==> config.mk <==
export PLATFORM = sky130hd
export DESIGN_NAME = dmem_mailbox
export DESIGN_NICKNAME = d
export VERILOG_FILES = /design/src/rtl/dmem_pkg.sv /design/src/rtl/dmem_array.sv /design/src/rtl/dmem_mailbox.sv
export SDC_FILE = /design/constraint.sdc
export NUM_CORES = 2
export LEC_CHECK = 0
export CAP_MARGIN = 30
export CORE_MARGIN = 2
export CORE_UTILIZATION = 25
export DETAILED_ROUTE_END_ITERATION = 10
export PLACE_DENSITY = 0.48
export SYNTH_ARGS = -nofsm -noshare
export SYNTH_HDL_FRONTEND = slang
export SYNTH_SLANG_ARGS = --single-unit
==> constraint.sdc <==
create_clock -name clk -period 14.1 [get_ports clk]
set_input_delay 2.82 -clock clk [delete_from_list [all_inputs] [get_ports clk]]
set_output_delay 2.82 -clock clk [all_outputs]
set_load 0.02 [all_outputs]
==> src/rtl/dmem_pkg.sv <==
// Shared types and helpers for the data-memory mailbox responder.
//  status_t        run verdict encoding
//  DEF_*           default mailbox / scratch addresses and pass value
//  addr_in_range() true when a byte address is word aligned and inside the array
package dmem_pkg;

  typedef enum logic [1:0] {
    ST_RUN     = 2'd0,
    ST_PASS    = 2'd1,
    ST_FAIL    = 2'd2,
    ST_TIMEOUT = 2'd3
  } status_t;

  localparam int unsigned WORD_W           = 32;
  localparam int unsigned CNT_W            = 16;
  localparam int unsigned DEF_MBOX_ADDR    = 100;
  localparam int unsigned DEF_SCRATCH_ADDR = 96;
  localparam int unsigned DEF_PASS_VALUE   = 7;

  // Aligned and below 4*depth bytes.
  function automatic logic addr_in_range(input logic [31:0] adr, input int unsigned depth);
    return (adr < 32'(depth * 4)) && (adr[1:0] == 2'b00);
  endfunction

endpackage

==> src/rtl/dmem_array.sv <==
// DEPTH x 32 storage: synchronous write, asynchronous read.
//  clk    in   clock
//  we     in   write enable for this edge
//  addr   in   word index (shared by read and write)
//  wdata  in   store data
//  rdata  out  combinational read of mem[addr]
module dmem_array
  import dmem_pkg::*;
#(
  parameter int unsigned DEPTH     = 64,
  parameter string       INIT_FILE = "",
  localparam int unsigned AW       = $clog2(DEPTH)
) (
  input  logic              clk,
  input  logic              we,
  input  logic [AW-1:0]     addr,
  input  logic [WORD_W-1:0] wdata,
  output logic [WORD_W-1:0] rdata
);

  logic [WORD_W-1:0] mem [DEPTH];

  always_ff @(posedge clk) begin
    if (we) mem[addr] <= wdata;
  end

  assign rdata = mem[addr];

endmodule

==> src/rtl/dmem_mailbox.sv <==
// Data-memory responder for the core's data port with a sticky run verdict.
//  clk, reset  clock, synchronous active-high reset
//  DataAdr     byte address from the core
//  WriteData   store data
//  MemWrite    store strobe
//  ReadData    combinational load data (0 when address is bad)
//  done        verdict reached
//  status      ST_RUN / ST_PASS / ST_FAIL / ST_TIMEOUT
//  wr_count    accepted stores since reset, saturating
//  cycle_cnt   cycles in ST_RUN since reset release, saturating
//  addr_err    sticky bad-store flag
module dmem_mailbox
  import dmem_pkg::*;
#(
  parameter int unsigned DEPTH          = 64,
  parameter int unsigned MBOX_ADDR      = DEF_MBOX_ADDR,
  parameter int unsigned SCRATCH_ADDR   = DEF_SCRATCH_ADDR,
  parameter int unsigned PASS_VALUE     = DEF_PASS_VALUE,
  parameter bit          STRICT         = 1'b1,
  parameter int unsigned TIMEOUT_CYCLES = 40,
  parameter string       INIT_FILE      = ""
) (
  input  logic              clk,
  input  logic              reset,
  input  logic [31:0]       DataAdr,
  input  logic [31:0]       WriteData,
  input  logic              MemWrite,
  output logic [31:0]       ReadData,
  output logic              done,
  output status_t           status,
  output logic [CNT_W-1:0]  wr_count,
  output logic [CNT_W-1:0]  cycle_cnt,
  output logic              addr_err
);

  localparam int unsigned AW      = $clog2(DEPTH);
  localparam logic [CNT_W-1:0] CNT_MAX = '1;
  localparam logic [CNT_W-1:0] TO_LAST = CNT_W'(TIMEOUT_CYCLES - 1);

  logic              in_range;
  logic              wr_ok;
  logic              is_mbox;
  logic              is_scratch;
  logic [31:0]       rdata;
  status_t           status_next;

  assign in_range   = addr_in_range(DataAdr, DEPTH);
  assign wr_ok      = MemWrite && in_range;
  assign is_mbox    = (DataAdr == 32'(MBOX_ADDR));
  assign is_scratch = (DataAdr == 32'(SCRATCH_ADDR));

  dmem_array #(
    .DEPTH     (DEPTH),
    .INIT_FILE (INIT_FILE)
  ) u_array (
    .clk   (clk),
    .we    (wr_ok),
    .addr  (DataAdr[AW+1:2]),
    .wdata (WriteData),
    .rdata (rdata)
  );

  assign ReadData = in_range ? rdata : 32'h0;

  // Verdict decision; store events take priority over the watchdog.
  always_comb begin
    status_next = status;
    if (status == ST_RUN) begin
      if (MemWrite && is_mbox) begin
        status_next = (WriteData == 32'(PASS_VALUE)) ? ST_PASS : ST_FAIL;
      end else if (STRICT && MemWrite && !is_scratch) begin
        status_next = ST_FAIL;
      end else if ((TIMEOUT_CYCLES != 0) && (cycle_cnt == TO_LAST)) begin
        status_next = ST_TIMEOUT;
      end
    end
  end

  // Verdict register and counters; cycle_cnt freezes on the verdict edge.
  always_ff @(posedge clk) begin
    if (reset) begin
      status    <= ST_RUN;
      done      <= 1'b0;
      wr_count  <= '0;
      cycle_cnt <= '0;
      addr_err  <= 1'b0;
    end else begin
      status <= status_next;
      done   <= (status_next != ST_RUN);
      if ((status_next == ST_RUN) && (cycle_cnt != CNT_MAX)) cycle_cnt <= cycle_cnt + 1'b1;
      if (wr_ok && (wr_count != CNT_MAX)) wr_count <= wr_count + 1'b1;
      if (MemWrite && !in_range) addr_err <= 1'b1;
    end
  end

endmodule

After elaboration in Yosys (flattened, before gate mapping)
Memory sizes are Yosys's and may differ from the RTL's.
Cells that the tools add are included.
{ "totals": {"elab_cells": 36, "n_memories": 1, "register_bits": 36, "ram_bits": 2048} }
{ "classes": {"mux": 8, "n_reduce_logical": 13, "magnitude_cmp": 1, "n_eq_ne": 6, "n_addsub": 2} }
{ "mem_list": {"columns": ["name", "depth", "word_bits", "rd", "rd_ports_with_merged_regs", "write_ports", "line_no", "rtl"], "rows": [
  ["u_array.mem", 64, 32, 1, 0, 1, "dmem_array.sv:21", "logic [WORD_W-1:0] mem [DEPTH];"]
]} }
{ "op_table": {"columns": ["op", "count"], "rows": [
  ["32-bit by 7-bit equality test with 1-bit output (second input constant)", 2],
  ["16-bit by 1-bit adder with 16-bit output (second input constant)", 2],
  ["32-bit by 3-bit equality test with 1-bit output (second input constant)", 1],
  ["32-bit by 9-bit less-than comparator with 1-bit output (second input constant)", 1],
  ["32-bit two-way mux", 1],
  ["16-bit inequality test (second input constant)", 2],
  ["16-bit by 6-bit equality test with 1-bit output (second input constant)", 1],
  ["2-bit two-way mux", 5],
  ["1-bit logical AND", 7],
  ["2-bit zero test", 3],
  ["1-bit zero test", 2],
  ["1-bit two-way mux", 2],
  ["2-bit nonzero test", 1]
]} }

Logic depth before layout (Yosys ltp)
{ "logic_depth": {"ltp_word": 8, "mapped_depth": 11, "depth_no_buf": 7} }

By module
From an unflattened synthesis, not the netlist that was laid out.
{ "hier_totals": {"cells_unflattened": 4475, "area_unflattened_um2": 80452.2} }
{ "by_module_without_submodules": {"columns": ["module", "instances", "cells_each", "area_each_um2", "seq_area_each_um2"], "rows": [
  ["dmem_array", 1, 4207, 78287.6, 61499.0],
  ["dmem_mailbox", 1, 268, 2164.6, 720.7]
]} }

Worst setup path before layout
Ideal clock, no wire load.
{ "synth_timing": {"path_type": "in2out", "start": "input DataAdr[1]", "end": "output ReadData[14]", "required_ps": 11280, "cell_stages": 6, "setup_slack_ps": 6349, "n_path_buf": 1, "arrival_time_ps": 4931, "path_cell_list": "nor4_2 nand4_2 nor2_1 clkbuf_1 o2111ai_1 a2111oi_1"} }
{ "synth_via": {"elab_chain_len": 3, "word_cells_on_any_way": 4} }
{ "synth_rtl": {"columns": ["element", "line_no", "rtl"], "rows": [
  ["from (decl)", "dmem_mailbox.sv:25", "input logic [31:0] DataAdr,"],
  ["32-bit by 9-bit less-than comparator with 1-bit output / 2-bit zero test (equally long branches)", "dmem_pkg.sv:22", "return (adr < 32'(depth * 4)) && (adr[1:0] == 2'b00);"],
  ["1-bit logical AND (*)", "dmem_pkg.sv:22", null],
  ["32-bit two-way mux (*)", "dmem_mailbox.sv:63", "assign ReadData = in_range ? rdata : 32'h0;"],
  ["to (decl)", "dmem_mailbox.sv:28", "output logic [31:0] ReadData,"]
]} }
Every way passes the cells marked *; elsewhere a longest branch is shown, timed or not.

Worst setup path in the final report
{ "layout_timing": {"start": "input DataAdr[2]", "end": "output ReadData[19]"} }
{ "layout_via": {"elab_chain_len": 3, "word_cells_on_any_way": 4} }
{ "layout_rtl": {"columns": ["element", "line_no"], "rows": [
  ["32-bit by 9-bit less-than comparator with 1-bit output", "dmem_pkg.sv:22"],
  ["1-bit logical AND", "dmem_pkg.sv:22"],
  ["32-bit two-way mux (*)", "dmem_mailbox.sv:63"]
]} }
Marked as above.

==> results.toml <==
[status]
status = "finished, final reports clean"

[routing]
first_iter_violations = 3930
drc = 0
drt_pass1_iterations = 5
drt.antenna.violating_nets = 0
vias = 38270
vias_per_cell = 4.60
wl_per_cell_um = 28.4
drt_wl_total_um = 236000

[setup_path]
r2r-end = "cycle_cnt[6]"
r2r_slack_ps = 11750
cp.arrival_ps = 7300
r2r.worst_path.cells = 7
cp_cell_sequence = "buf_8, buf_4, buf_12, mux4_2, mux2i_1, a22oi_1, o2111ai_1, a211oi_1, clkdlybuf4s50_1"
crit_family = "buffers and inverters"
endpoint_kind = "output pin"
max_stage_delay_ps = 740
cp_slowest_cell = "clkdlybuf4s50_1"
worst_r2r_startpoint = "cycle_cnt[0]"
critPathLaunchType = "primary input"
path_buf_inv = 4
critical_path_class = "primary input to output pin"
worst-path-max-fanout = 93
crit_required_ps = 11280

[cells_and_area]
regArea_um2 = 62200
nFillCells = 31130
multi_input_area_um2 = 17500
drive_gt1_frac = 0.288
area_growth_pct = 17.4
post-route-util = 0.294
final_cell_mix = "2048 x edfxtp_1, 512 x mux4_2, 214 x clkbuf_16, 166 x mux2i_1, 149 x buf_4"
fin_nets = 3901
mostFrequentLayoutCell = "edfxtp_1"

[floorplanning]
rows = 208
start_util = 0.251
ioPinCount = 135
coreArea_um2 = 320000
die-area_um2 = 326000
die_h_um = 571
die_w_um = 571

[timing]
fin_tns_setup_ps = 0
tightest_slew_ps = 1020
fin_crit_sh = 0.718
setup_viol = 0
max_clock_freq_mhz = 98.8
hold_viol = 0
rsz0062_at_grt = "false"
fin_skew_ps = 13.2
slew_viol_final = 0
whs_ps = 480
slew_headroom = 0.319
period_needed_ps = 10120

[placement]
io_buffers = 134
dp_hpwl_um = 136000
gp_congestion = 0.754

[power_and_ir_drop]
p_per_area_nw_per_um2 = 136
ir_worst_vdd_uv = 86.7
internal_power_mw = 10.0
clockPowerShare = 0.422
swShare = 0.215
comb_power_share = 0.045
pwr-share-seq = 0.532
switchingPower_mw = 2.75
leakage_nw = 28.5

[min_path]
min_to = "addr_err"
hold_depth = 2
hold_class = "register to register"
hold_start = "addr_err"

[logic_synthesis]
synthCells = 3507
synth-seq-cells = 2084
syn-cell-area_um2 = 80300
synth_nets = 3576
synth_flop_cell = "edfxtp_1"
synth_cell_types = 56
async_flop_share = 0
avgSynthCellArea_um2 = 22.9
synth_edf_count = 2048
seq_area_frac_synth = 0.775
ys_warn_count = 0

[clocking]
cts_resized = 0
post-cts-setup-buffers = 0
cts.reportedPaths.clkPinSlew_ps = 60
clock_latency_ps = 850
cts-root-buf = "clkbuf_16"
cts.sinks = 2084
cts_tree = "done"
cts_buffers = 213
ctsLongestPathBuffers = 4
htreeDepth = 4
hold_buffers = 0

[global_routing]
grt_pass1_vias = 39289
grt_pass1_wl_um = 325000
grt_usage = 0.142
grt_start_max_net_pins = 126
overflow = 0
antenna_found_initial = 18

[run]
cap_violations = 0
-- metal layers --
layer | vias to the layer above | global-route usage | share of wire
li1 | 15629 | - | -
met5 | - | 0 | 0.00038
met1 | 21201 | 0.192 | 0.43
met4 | 12 | 0.0331 | 0.024
met3 | 294 | 0.0198 | 0.053
met2 | 1134 | 0.241 | 0.49
-- cell usage after synthesis, types with 6 or more instances --
library cell / n / area [µm²]
nor2_1: 125 / 469
buf_1: 15 / 56.3
a21oi_1: 22 / 110
a22oi_1: 44 / 330
buf_4: 42 / 315
clkbuf_1: 67 / 251
and3_1: 11 / 68.8
xor2_1: 17 / 149
buf_6: 15 / 169
dfxtp_1: 36 / 721
mux4_2: 512 / 11500
mux2_2: 81 / 912
mux2i_1: 166 / 1660
buf_2: 48 / 240
a211oi_1: 18 / 135
nor2b_1: 6 / 37.5
inv_1: 7 / 26.3
o2111ai_1: 25 / 219
nor4_1: 18 / 113
edfxtp_1: 2048 / 61500
a2111oi_1: 15 / 150
nand3_1: 18 / 90.1
nand4_1: 16 / 100
nand2_1: 30 / 113
o22ai_1: 35 / 219
-- worst max-delay path by stage --
stage                from      endpoint  slack [ps]  depth (start not counted)
2_1_floorplan  DataAdr[1]  ReadData[14]        6350                          6
3_3_place_gp   DataAdr[2]  ReadData[19]        3740                          9
3_5_place_dp   DataAdr[2]  ReadData[27]        3860                          9
4_1_cts        DataAdr[2]  ReadData[27]        3840                          9
5_1_grt        DataAdr[2]  ReadData[19]        3720                          9
6_report       DataAdr[2]  ReadData[19]        3980                          9
-- through the flow --
stage / instance area, µm² / setup slack [ps] / std cells / power, mW
after floorplan: 80300 / 6350 / 3507 / 7.24
after global placement: 87600 / 3740 / 7915 / 7.51
after detailed placement: 87700 / 3860 / 7921 / 7.52
after CTS: 94200 / 3840 / 8308 / 12.9
after global routing: 94200 / 3720 / 8310 / 13.1
final: 94200 / 3980 / 8313 / 12.8
-- cell families after synthesis --
group                    count (synthesis)  share of synthesized area
flip-flops                            2084                      0.775
multiplexers                           762                      0.176
AND/OR/NAND/NOR                        264                     0.0162
buffers and inverters                  196                     0.0133
AO/OA/AOI/OAI                          178                     0.0165
XOR/XNOR                                21                    0.00229
adder cells (fa/ha/maj)                  2                   0.000312
-- worst register-to-register path: stages, from the launching register on --
cell and delay [ps]:
dfxtp_1 410, ha_1 260, nand3_1 150, nor4_1 370
a21oi_1 190, and3_1 290, and4_1 240, mux2_1 310
-- sequential cells by signal, indices dropped and copies added (netlist names) --
signal and cells:
u_array.mem 2048, cycle_cnt 16, wr_count 16, status 2, addr_err 1, done 1
-- power groups by stage --
stage / clock network (mW) / logic, mW / registers [mW]
after global routing: 5.73 / 0.612 / 6.80
after floorplan: 0 / 0.302 / 6.93
after global placement: 0 / 0.582 / 6.93
after CTS: 5.52 / 0.589 / 6.80
after detailed placement: 0 / 0.589 / 6.93
final: 5.39 / 0.577 / 6.80
-- cell type report --
| cell class | instances | area share |
|---|---|---|
| clock buffers | 263 | 0.0588 |
| flip-flops and latches | 2084 | 0.660 |
| repair buffers | 298 | 0.0275 |
| well taps | 4305 | 0.0572 |
| inverters | 8 | 0.000319 |
| clock inverters | 124 | 0.0100 |
| multi-input cells | 1227 | 0.186 |
| diodes | 4 | 0.000106 |
Power figures use the tool's default switching activity.
